==> src/rtl/lmdpl_gate_driver.sv <==
// lmdpl_gate_driver: sequences precharge/evaluate phases of a masked LMDPL gate
// and returns the sampled, optionally unmasked, result over a valid/ready handshake.
module lmdpl_gate_driver #(
    parameter int PRE_CYCLES  = 1,
    parameter int EVAL_CYCLES = 3,
    parameter bit UNMASK      = 1'b1
) (
    input  logic        clk,
    input  logic        rst_n,
    input  logic        in_valid,
    output logic        in_ready,
    input  logic        in0,
    input  logic        in1,
    input  logic [2:0]  rng,
    output logic        precharge,
    output logic        gate_in0,
    output logic        gate_in1,
    output logic        m_in0,
    output logic        m_in1,
    output logic        m_out,
    input  logic        gate_out,
    output logic        res_valid,
    input  logic        res_ready,
    output logic        res_data,
    output logic [15:0] op_count
);

    typedef enum logic [1:0] {IDLE, PRE, EVAL, DONE} state_t;

    state_t     state;
    logic [3:0] cnt;

    always_ff @(posedge clk) begin
        if (!rst_n) begin
            state     <= IDLE;
            cnt       <= '0;
            in_ready  <= 1'b1;
            precharge <= 1'b0;
            gate_in0  <= 1'b0;
            gate_in1  <= 1'b0;
            m_in0     <= 1'b0;
            m_in1     <= 1'b0;
            m_out     <= 1'b0;
            res_valid <= 1'b0;
            res_data  <= 1'b0;
            op_count  <= '0;
        end else begin
            case (state)
                IDLE: if (in_valid) begin
                    state     <= PRE;
                    in_ready  <= 1'b0;
                    precharge <= 1'b1;
                    gate_in0  <= in0;
                    gate_in1  <= in1;
                    m_in0     <= rng[0];
                    m_in1     <= rng[1];
                    m_out     <= rng[2];
                    cnt       <= 4'(PRE_CYCLES - 1);
                end
                PRE: if (cnt == 4'd0) begin
                    state     <= EVAL;
                    precharge <= 1'b0;
                    cnt       <= 4'(EVAL_CYCLES - 1);
                end else begin
                    cnt <= cnt - 4'd1;
                end
                // gate_out has settled by the last evaluation cycle; strip the output mask here
                EVAL: if (cnt == 4'd0) begin
                    state     <= DONE;
                    res_valid <= 1'b1;
                    res_data  <= gate_out ^ (UNMASK & m_out);
                end else begin
                    cnt <= cnt - 4'd1;
                end
                DONE: if (res_ready) begin
                    state     <= IDLE;
                    res_valid <= 1'b0;
                    in_ready  <= 1'b1;
                    op_count  <= op_count + 16'd1;
                end
                default: state <= IDLE;
            endcase
        end
    end

endmodule

==> config.mk <==
export PLATFORM = sky130hd
export DESIGN_NAME = lmdpl_gate_driver
export DESIGN_NICKNAME = d
export VERILOG_FILES = /design/src/rtl/lmdpl_gate_driver.sv
export SDC_FILE = /design/constraint.sdc
export NUM_CORES = 1
export LEC_CHECK = 0
export BUFFER_PORTS_ARGS = -buffer_cell sky130_fd_sc_hd__buf_2
export CAP_MARGIN = 25
export CORE_MARGIN = 5
export CORE_UTILIZATION = 48
export DETAILED_ROUTE_END_ITERATION = 6
export GPL_TIMING_DRIVEN = 0
export PLACE_DENSITY = 0.75
export SYNTH_ARGS = -nofsm -noshare
export SYNTH_HDL_FRONTEND = slang
export SYNTH_SLANG_ARGS = --single-unit
==> constraint.sdc <==
create_clock -name clk -period 1.7 [get_ports clk]
set_clock_uncertainty 0.05 [all_clocks]
set_input_delay 0.17 -clock clk [delete_from_list [all_inputs] [get_ports clk]]
set_output_delay 0.17 -clock clk [all_outputs]
set_load 0.02 [all_outputs]
==> results of run 1 <==
[worst min path at each step]
stage | to | cells after the start | startpoint
6_report | m_in0 | 3 | rng[0]
5_1_grt | m_in1 | 3 | rng[1]
3_5_place_dp | m_in0 | 3 | rng[0]
4_1_cts | m_in0 | 3 | rng[0]
2_1_floorplan | gate_in0 | 2 | in0
3_3_place_gp | m_out | 3 | rng[2]
[power by group]
part / leakage, nW / switching, W / internal (W)
Sequential: 0.253 / 0.0000775 / 0.000823
Combinational: 0.564 / 0.000485 / 0.000352
Clock: 0.0482 / 0.000266 / 0.000347
[kinds of logic after synthesis]
kind of cell               count (synthesis)  share of synthesized area
AOI/OAI and AO/OA                         28                      0.114
xor gates and xnor gates                  11                     0.0616
muxes                                      6                     0.0384
DFF                                       31                      0.397
buffers and inverters                     17                     0.0496
adders and majority gates                  9                     0.0720
and+or+nand+nor                           79                      0.268
[through the flow]
stage	worst slack (ns)	setup TNS, ns
finish	0.0463	0
floorplan	0.0808	0
detailed placement	-0.146	-0.308
global placement	-0.116	-0.198
global route	-0.0635	-0.176
CTS	0.0302	0
[cell type report]
type,instances,share of cell area
Sequential cell,31,0.322
Tap cell,44,0.0284
Multi-Input combinational cell,134,0.471
Inverter,10,0.0193
Buffer,6,0.0200
Timing Repair Buffer,35,0.0941
Clock inverter,2,0.0181
Clock buffer,6,0.0264
[cells in the mapped netlist]
| library cell | instances |
|---|---|
| xnor2_1 | 8 |
| a2bb2oi_1 | 3 |
| mux2i_1 | 6 |
| o311ai_0 | 1 |
| buf_2 | 2 |
| nand4_4 | 1 |
| nor2b_1 | 1 |
| dfxtp_1 | 31 |
| nand3_1 | 20 |
| nor3_1 | 6 |
| buf_6 | 1 |
| a311oi_1 | 1 |
| or3_2 | 1 |
| o21ai_0 | 3 |
| o31ai_1 | 1 |
| buf_4 | 1 |
| or3b_2 | 1 |
| nand2b_1 | 5 |
| inv_1 | 9 |
| o211ai_1 | 1 |
| nor4_4 | 1 |
| clkinv_1 | 1 |
| ha_1 | 9 |
| a21oi_1 | 13 |
| o221ai_1 | 1 |
| nor4_1 | 2 |
| o22ai_1 | 1 |
| and3_1 | 2 |
| clkbuf_1 | 3 |
| nand4_1 | 1 |
| nor2_1 | 18 |
| nand2_1 | 18 |
| xor2_1 | 3 |
| nor3b_4 | 1 |
| a211oi_1 | 2 |
| and3_2 | 1 |
| o32ai_1 | 1 |
[worst register-to-register path, cell delays in order, from the launching register on]
cell	delay (ns)
dfxtp_2	0.36
inv_2	0.09
ha_1	0.32
nor2_1	0.10
o221ai_1	0.34
mux2i_1	0.23
nor2_1	0.05
[layer usage]
layer,track usage,vias up,part of all wire
li1,-,718,-
met1,0.218,655,0.45
met2,0.269,52,0.45
met3,0.0405,4,0.080
met4,0.0785,0,0.014
met5,0,-,0
[what timing repair did]
| item | CTS | global route |
|---|---|---|
| setup buffers | 3 | 0 |
| gates resized for setup | 5 | 9 |
| endpoints found under the setup margin | 9 | 10 |
| hold buffers | 0 | 0 |
| pin swaps | 2 | 1 |
| cloned | 0 | 1 |
==> qor.yml, run 1 <==
detailed_routing:
  first_iter_violations: 93
  vias_per_cell: 5.33
  drc_errors: 0
  drt-wirelength-per-cell_microns: 13.2
  dr.pass1.iters: 6
  drt_wl_total_microns: 3530
  postRouteAntennaNets: 0
  num_vias: 1429
pwr:
  vdd_drop_max_v: 0.000903
  leakage_nw: 0.865
  p_total_w: 0.00235
  power_density_nw_per_um2: 1210
sta:
  setup_viol: 0
  rsz0062_at_grt: "yes"
  finalMaxSlewViolations: 0
  hold_viol: 0
  worst_pin_slew_ns: 0.500
  clock.fmax_mhz: 605
  period_share: 0.973
  hold_slack_ns: 0.0265
  period_needed_ns: 1.65
  slew_headroom: 0.667
global_routing:
  grt_max_degree: 11
  grt_pass1_vias: 1345
  antenna_found_initial: 0
  gr-usage-all-layers: 0.171
  grt_pass1_wl_microns: 5880
  grt_overflow_total: 0
setup_path:
  r2r_start: "state[0]"
  required_ns: 1.87
  cp_max_fo: 7
  critPathCaptureType: "flop"
  path_cells: "inv_2 -> ha_1 -> nor2_1 -> o221ai_1 -> mux2i_1 -> nor2_1"
  slowest_delay_ns: 0.36
  cp.depth: 6
  ff2ff_path_depth: 6
  crit_path_frequent_cell: "nor2_1"
  cp-endpoint: "state[1]"
  reg2reg_slack_ns: 0.05
  cpMaxStageDelayCell: "dfxtp_2"
  cp-start-kind: "flop"
  critPathTopFamily: "flip-flops"
  cp_num_buf_inv: 1
  timing.critical_path.from: "state[0]"
  cp.arrival_ns: 1.82
  timing.rr.end: "state[1]"
  timing_worst_setup_path_type: "reg -> reg"
place:
  dp_cells: 257
  placed_cell_area_sq_um: 1780
  io_buffers: 32
  gp_congestion: 0.862
  dp_hpwl_microns: 2420
clocking:
  numCtsBuffers: 5
  cts_sinks: 31
  cts_tree: "yes"
  htreeDepth: 2
  cts-root-buf: "clkbuf_4"
  clk_latency_ns: 0.33
  clkTransAtPathRegs_ns: 0.10
  clock_path_buffers: 2
final_layout:
  antenna_cells: 0
  final_nets: 242
  largest_register_ffs: 16
  final_common_cell: "buf_2"
  final_area_sq_um: 1940
  multi_input_area_sq_um: 915
  nFillCells: 265
  regArea_sq_um: 626
  area_growth_pct: 24.1
  instances_no_fill: 268
  postLayoutCoreUtil: 0.630
  layout_common_cells: "buf_2 (33), dfxtp_1 (29), nand3_1 (20), nand2_1 (18), nor2_1 (18)"
  drive_gt1_frac: 0.290
  top_register: "op_count"
  top_regs: "op_count x16, cnt x4, state x2"
logic_synthesis:
  yosysSeqAreaShare: 0.397
  syn-cell-area_sq_um: 1560
  syn_nets: 200
  synth_top_cell_by_area: "dfxtp_1"
  syn_area_per_cell_sq_um: 8.64
  yosysUniqueCellTypes: 37
  yosys_warnings: 0
  ys_ff_latch: 31
  yosysTopAreaCellShare: 0.397
  synthTopCellsByArea: "dfxtp_1 (40%), ha_1 (7.2%), nand3_1 (6.4%)"
  netlist_instances: 181
floorplan:
  ioPinCount: 35
  die_area_sq_um: 4500
  start_util: 0.508
  rows: 20
  die_h_microns: 67.1
  core_area_sq_um: 3080
  die_x_microns: 67.1
status:
  outcome: "finished clean"
hold_path:
  hp-class: "in -> reg"
job:
  maxCapViolations: 0
Note: power is estimated with default switching activity, not from simulation.
==> inputs of run 2 (changes only) <==
--- a/config.mk
+++ b/config.mk
@@ -12,6 +12,7 @@
 export DETAILED_ROUTE_END_ITERATION = 6
 export GPL_TIMING_DRIVEN = 0
 export PLACE_DENSITY = 0.75
+export RECOVER_POWER = 50
 export SYNTH_ARGS = -nofsm -noshare
 export SYNTH_HDL_FRONTEND = slang
 export SYNTH_SLANG_ARGS = --single-unit
==> run 2 against run 1 <==
Via count up 0.42%. Wire length increased by 0.31%. Sequential cell count is the same. Utilization shrank 0.94 points. Clock power is essentially flat. Non-clock buffer count stayed put. Critical path depth unchanged. Maximum frequency increased by 0.39%. Cell count unchanged. Critical path type unchanged. Largest cell class unchanged.
==> qor.yml, run 2 (same netlist as run 1, synthesis figures left out) <==
sta:
  clock.fmax_mhz: 607
  hold_slack_ns: 0.0295
  hold_viol: 0
  finalMaxSlewViolations: 0
  setup_viol: 0
  slew_headroom: 0.657
  worst_pin_slew_ns: 0.515
  period_share: 0.969
  period_needed_ns: 1.65
  rsz0062_at_grt: "yes"
place:
  io_buffers: 32
  placed_cell_area_sq_um: 1780
  dp_hpwl_microns: 2420
  gp_congestion: 0.862
clocking:
  numCtsBuffers: 5
  ctsHoldBuffers: 0
  clk_latency_ns: 0.33
  cts_tree: "yes"
  clock_path_buffers: 2
  clkTransAtPathRegs_ns: 0.10
  cts_sinks: 31
  htreeDepth: 2
  cts-root-buf: "clkbuf_4"
global_routing:
  grt_pass1_wl_microns: 5880
  grt_pass1_vias: 1345
  grt_overflow_total: 0
  antenna_found_initial: 0
  gr-usage-all-layers: 0.171
  grt_max_degree: 11
final_layout:
  drive_gt1_frac: 0.188
  top_register: "op_count"
  largest_register_ffs: 16
  antenna_cells: 0
  area_growth_pct: 22.2
  final_area_sq_um: 1910
  layout_common_cells: "dfxtp_1 (29), clkbuf_1 (26), nand3_1 (20), nand2_1 (18), nor2_1 (18)"
  final_nets: 242
  final_common_cell: "dfxtp_1"
  top_regs: "op_count x16, cnt x4, state x2"
setup_path:
  cp-start-kind: "flop"
  cp_max_fo: 7
  timing_worst_setup_path_type: "reg -> reg"
  required_ns: 1.86
  critPathCaptureType: "flop"
  ff2ff_path_depth: 6
  cp.arrival_ns: 1.81
floorplan:
  die_x_microns: 67.1
  die_area_sq_um: 4500
  core_area_sq_um: 3080
  ioPinCount: 35
  start_util: 0.508
  die_h_microns: 67.1
  rows: 20
detailed_routing:
  drt-wirelength-per-cell_microns: 13.2
  postRouteAntennaNets: 0
  drt_wl_total_microns: 3540
  drc_errors: 0
  dr.pass1.iters: 4
  num_vias: 1435
  first_iter_violations: 100
  vias_per_cell: 5.35
status:
  outcome: "finished clean"
pwr:
  p_total_w: 0.00233
  leakage_nw: 0.769
  vdd_drop_max_v: 0.000900
  power_density_nw_per_um2: 1220
job:
  maxCapViolations: 0
hold_path:
  min_path_cells: 3
  hp-class: "in -> reg"
==> run 2: cell types whose count changed in the layout (fill, tap and decap cells not counted), sizes merged <==
cell,before,now
buf,38,15
clkbuf,9,32
==> run 2: layout make-up <==
type,instances,area (sq um)
Sequential cell,31,626
Timing Repair Buffer,35,154
Tap cell,44,55.1
Clock inverter,2,35.0
Multi-Input combinational cell,134,915
Clock buffer,6,51.3
Fill cell,276,1170
Inverter,10,37.5
Buffer,6,38.8
==> run 2: power by group <==
| part | switching [W] | internal [W] |
|---|---|---|
| combinational | 0.000484 | 0.000334 |
| sequential | 0.0000783 | 0.000823 |
| clock | 0.000267 | 0.000347 |
==> run 2: final timing paths <==
| kind | from | to | slack, ns |
|---|---|---|---|
| min reg2reg | m_in0 | m_in0 | 0.41 |
| max reg2reg | state[0] | state[1] | 0.05 |
| max | state[0] | state[1] | 0.05 |
| min | rng[0] | m_in0 | 0.03 |
==> run 2: through the flow <==
stage               worst slack [ns]  utilization  setup TNS, ns  std cells
floorplan                     0.0808            -              0        181
global placement              -0.116        0.580         -0.198        257
detailed placement            -0.146        0.580         -0.308        257
CTS                           0.0302        0.618              0        268
global route                 -0.0635        0.621         -0.176        268
finish                        0.0528        0.621              0        268
==> run 2: metal layers <==
layer / share of wire / GRT usage / wire length [microns] / vias up
met5: 0 / 0 / 0 / -
met4: 0.014 / 0.0785 / 51 / 0
met3: 0.071 / 0.0405 / 252 / 5
met2: 0.45 / 0.269 / 1600 / 51
met1: 0.46 / 0.218 / 1640 / 660
li1: - / - / - / 719
==> run 2: what timing repair did <==
action                                  CTS  global route
gates cloned                              0             1
setup buffers                             3             0
pin swaps                                 2             1
gates resized for setup                   5             9
endpoints found under the setup margin    9            10
==> run 2: worst max-delay path, stage by stage (launching register included) <==
cell	delay, ns
dfxtp_2	0.36
inv_2	0.09
ha_1	0.32
nor2_1	0.10
o221ai_1	0.33
mux2i_1	0.23
nor2_1	0.05
==> inputs of run 3 (changes only) <==
--- a/config.mk
+++ b/config.mk
@@ -7,7 +7,7 @@
 export LEC_CHECK = 0
 export BUFFER_PORTS_ARGS = -buffer_cell sky130_fd_sc_hd__buf_2
 export CAP_MARGIN = 25
-export CORE_MARGIN = 5
+export CORE_MARGIN = 4
 export CORE_UTILIZATION = 48
 export DETAILED_ROUTE_END_ITERATION = 6
 export GPL_TIMING_DRIVEN = 0
==> run 3 against run 2 <==
Non-clock buffer count did not move. Clock power down 2%. Sequential cell count stayed put. Largest power group unchanged.
==> qor.yml, run 3 (same netlist as run 1, synthesis figures left out) <==
status:
  outcome: "finished clean"
setup_path:
  cp_max_fo: 7
  ff2ff_path_depth: 6
  required_ns: 1.84
  critPathCaptureType: "flop"
  timing.critical_path.from: "state[0]"
  timing_worst_setup_path_type: "reg -> reg"
  timing.rr.end: "state[1]"
  cp-start-kind: "flop"
  cp.arrival_ns: 1.78
  reg2reg_slack_ns: 0.07
  r2r_start: "state[0]"
floorplan:
  core_area_sq_um: 3080
  ioPinCount: 35
  die_x_microns: 65.1
  start_util: 0.508
  rows: 20
  die_h_microns: 65.1
  die_area_sq_um: 4240
pwr:
  vdd_drop_max_v: 0.000790
  leakage_nw: 0.759
  switching_share: 0.351
  power.share.clock: 0.255
  p_comb_frac: 0.364
  p_switching_w: 0.000832
  power_frac_seq: 0.381
  intPower_w: 0.00154
  power_density_nw_per_um2: 1230
sta:
  setup_ws_ns: 0.0668
  setup_tns_ns: 0
  period_share: 0.961
  clock.fmax_mhz: 612
  hold_slack_ns: 0.0357
  hold_viol: 0
  slew_headroom: 0.675
  worst_pin_slew_ns: 0.488
  rsz0062_at_grt: "yes"
  setup_viol: 0
  finalMaxSlewViolations: 0
  period_needed_ns: 1.63
place:
  dp_hpwl_microns: 2340
  dp_worst_setup_slack_ns: -0.117
  io_buffers: 32
  gp_congestion: 0.855
detailed_routing:
  dr.pass1.iters: 4
  drc_errors: 0
  drt-wirelength-per-cell_microns: 12.7
  vias_per_cell: 5.21
  postRouteAntennaNets: 0
  first_iter_violations: 77
  num_vias: 1392
  drt_wl_total_microns: 3400
clocking:
  numCtsBuffers: 5
  clock_path_buffers: 2
  htreeDepth: 2
  clkTransAtPathRegs_ns: 0.10
  cts-root-buf: "clkbuf_4"
  cts_tree: "yes"
  clk_latency_ns: 0.32
  cts_sinks: 31
hold_path:
  hold_start: "rng[2]"
  min_path_cells: 3
  hp-class: "in -> reg"
  min_to: "m_out"
global_routing:
  gr-usage-all-layers: 0.172
  grt_pass1_vias: 1272
  grt_overflow_total: 0
  antenna_found_initial: 0
  grt_max_degree: 11
  grt_pass1_wl_microns: 5740
final_layout:
  top_regs: "op_count x16, cnt x4, state x2"
  top_register: "op_count"
  nFillCells: 296
  largest_register_ffs: 16
  drive_gt1_frac: 0.179
  layout_common_cells: "clkbuf_1 (27), dfxtp_1 (27), nand3_1 (20), nand2_1 (18), nor2_1 (18)"
  antenna_cells: 0
  area_growth_pct: 22.7
  final_nets: 241
job:
  maxCapViolations: 0
-- run 3: cell count changes in the layout (fill, tap and decap cells not counted), sizes merged --
| cell | before | now |
|---|---|---|
| buf | 15 | 14 |
| clkbuf | 32 | 33 |
| nand4 | 3 | 2 |
-- run 3: critical path, stage by stage (launching register included) --
cell and delay [ns]:
dfxtp_4 0.37, inv_1 0.16, ha_2 0.30, nor2_1 0.12, o221ai_4 0.21, mux2i_1 0.22
nor2_1 0.06
-- run 3: final cells by class --
type,instances,area [sq um],share of cell area
clock buffers,6,51.3,0.0267
well taps,44,55.1,0.0287
clock inverters,2,35.0,0.0183
plain buffers,6,35.0,0.0183
flip-flops and latches,31,628,0.327
inverters,10,37.5,0.0196
repair buffers,35,153,0.0795
multi-input cells,133,925,0.482
-- run 3: metal layers --
layer,track usage,share of wire
met4,0.0622,0.011
met5,0,0
met1,0.228,0.47
met3,0.0520,0.059
met2,0.264,0.46
-- run 3: power by group through the flow --
| stage | clock network, W | registers (W) | logic (W) |
|---|---|---|---|
| 3_5_place_dp | 0 | 0.000907 | 0.000715 |
| 5_1_grt | 0.000658 | 0.000921 | 0.000946 |
| 4_1_cts | 0.000619 | 0.000895 | 0.000753 |
| 3_3_place_gp | 0 | 0.000905 | 0.000716 |
| 6_report | 0.000604 | 0.000902 | 0.000861 |
| 2_1_floorplan | 0 | 0.000976 | 0.000467 |
-- run 3: through the flow --
step | utilization | cell area (sq um) | total power, W | instances
floorplan | - | 1570 | 0.00144 | 181
global placement | 0.580 | 1780 | 0.00162 | 257
detailed placement | 0.580 | 1780 | 0.00162 | 257
CTS | 0.615 | 1890 | 0.00227 | 266
global route | 0.624 | 1920 | 0.00253 | 267
finish | 0.624 | 1920 | 0.00237 | 267
-- run 3: repair_timing --
| action | 4_1_cts | 5_1_grt |
|---|---|---|
| endpoints found under the hold margin | 0 | 0 |
| pin swaps | 2 | 2 |
| hold buffers | 0 | 0 |
| resized for setup | 5 | 10 |
| setup buffers | 1 | 2 |
| setup endpoints to repair | 9 | 8 |
-- run 3: worst max-delay path by stage --
stage,to,cells past startpoint
after floorplan,cnt[2],7
after global routing,state[1],6
after CTS,cnt[1],6
after detailed placement,cnt[2],7
final,state[1],6
after global placement,cnt[2],7
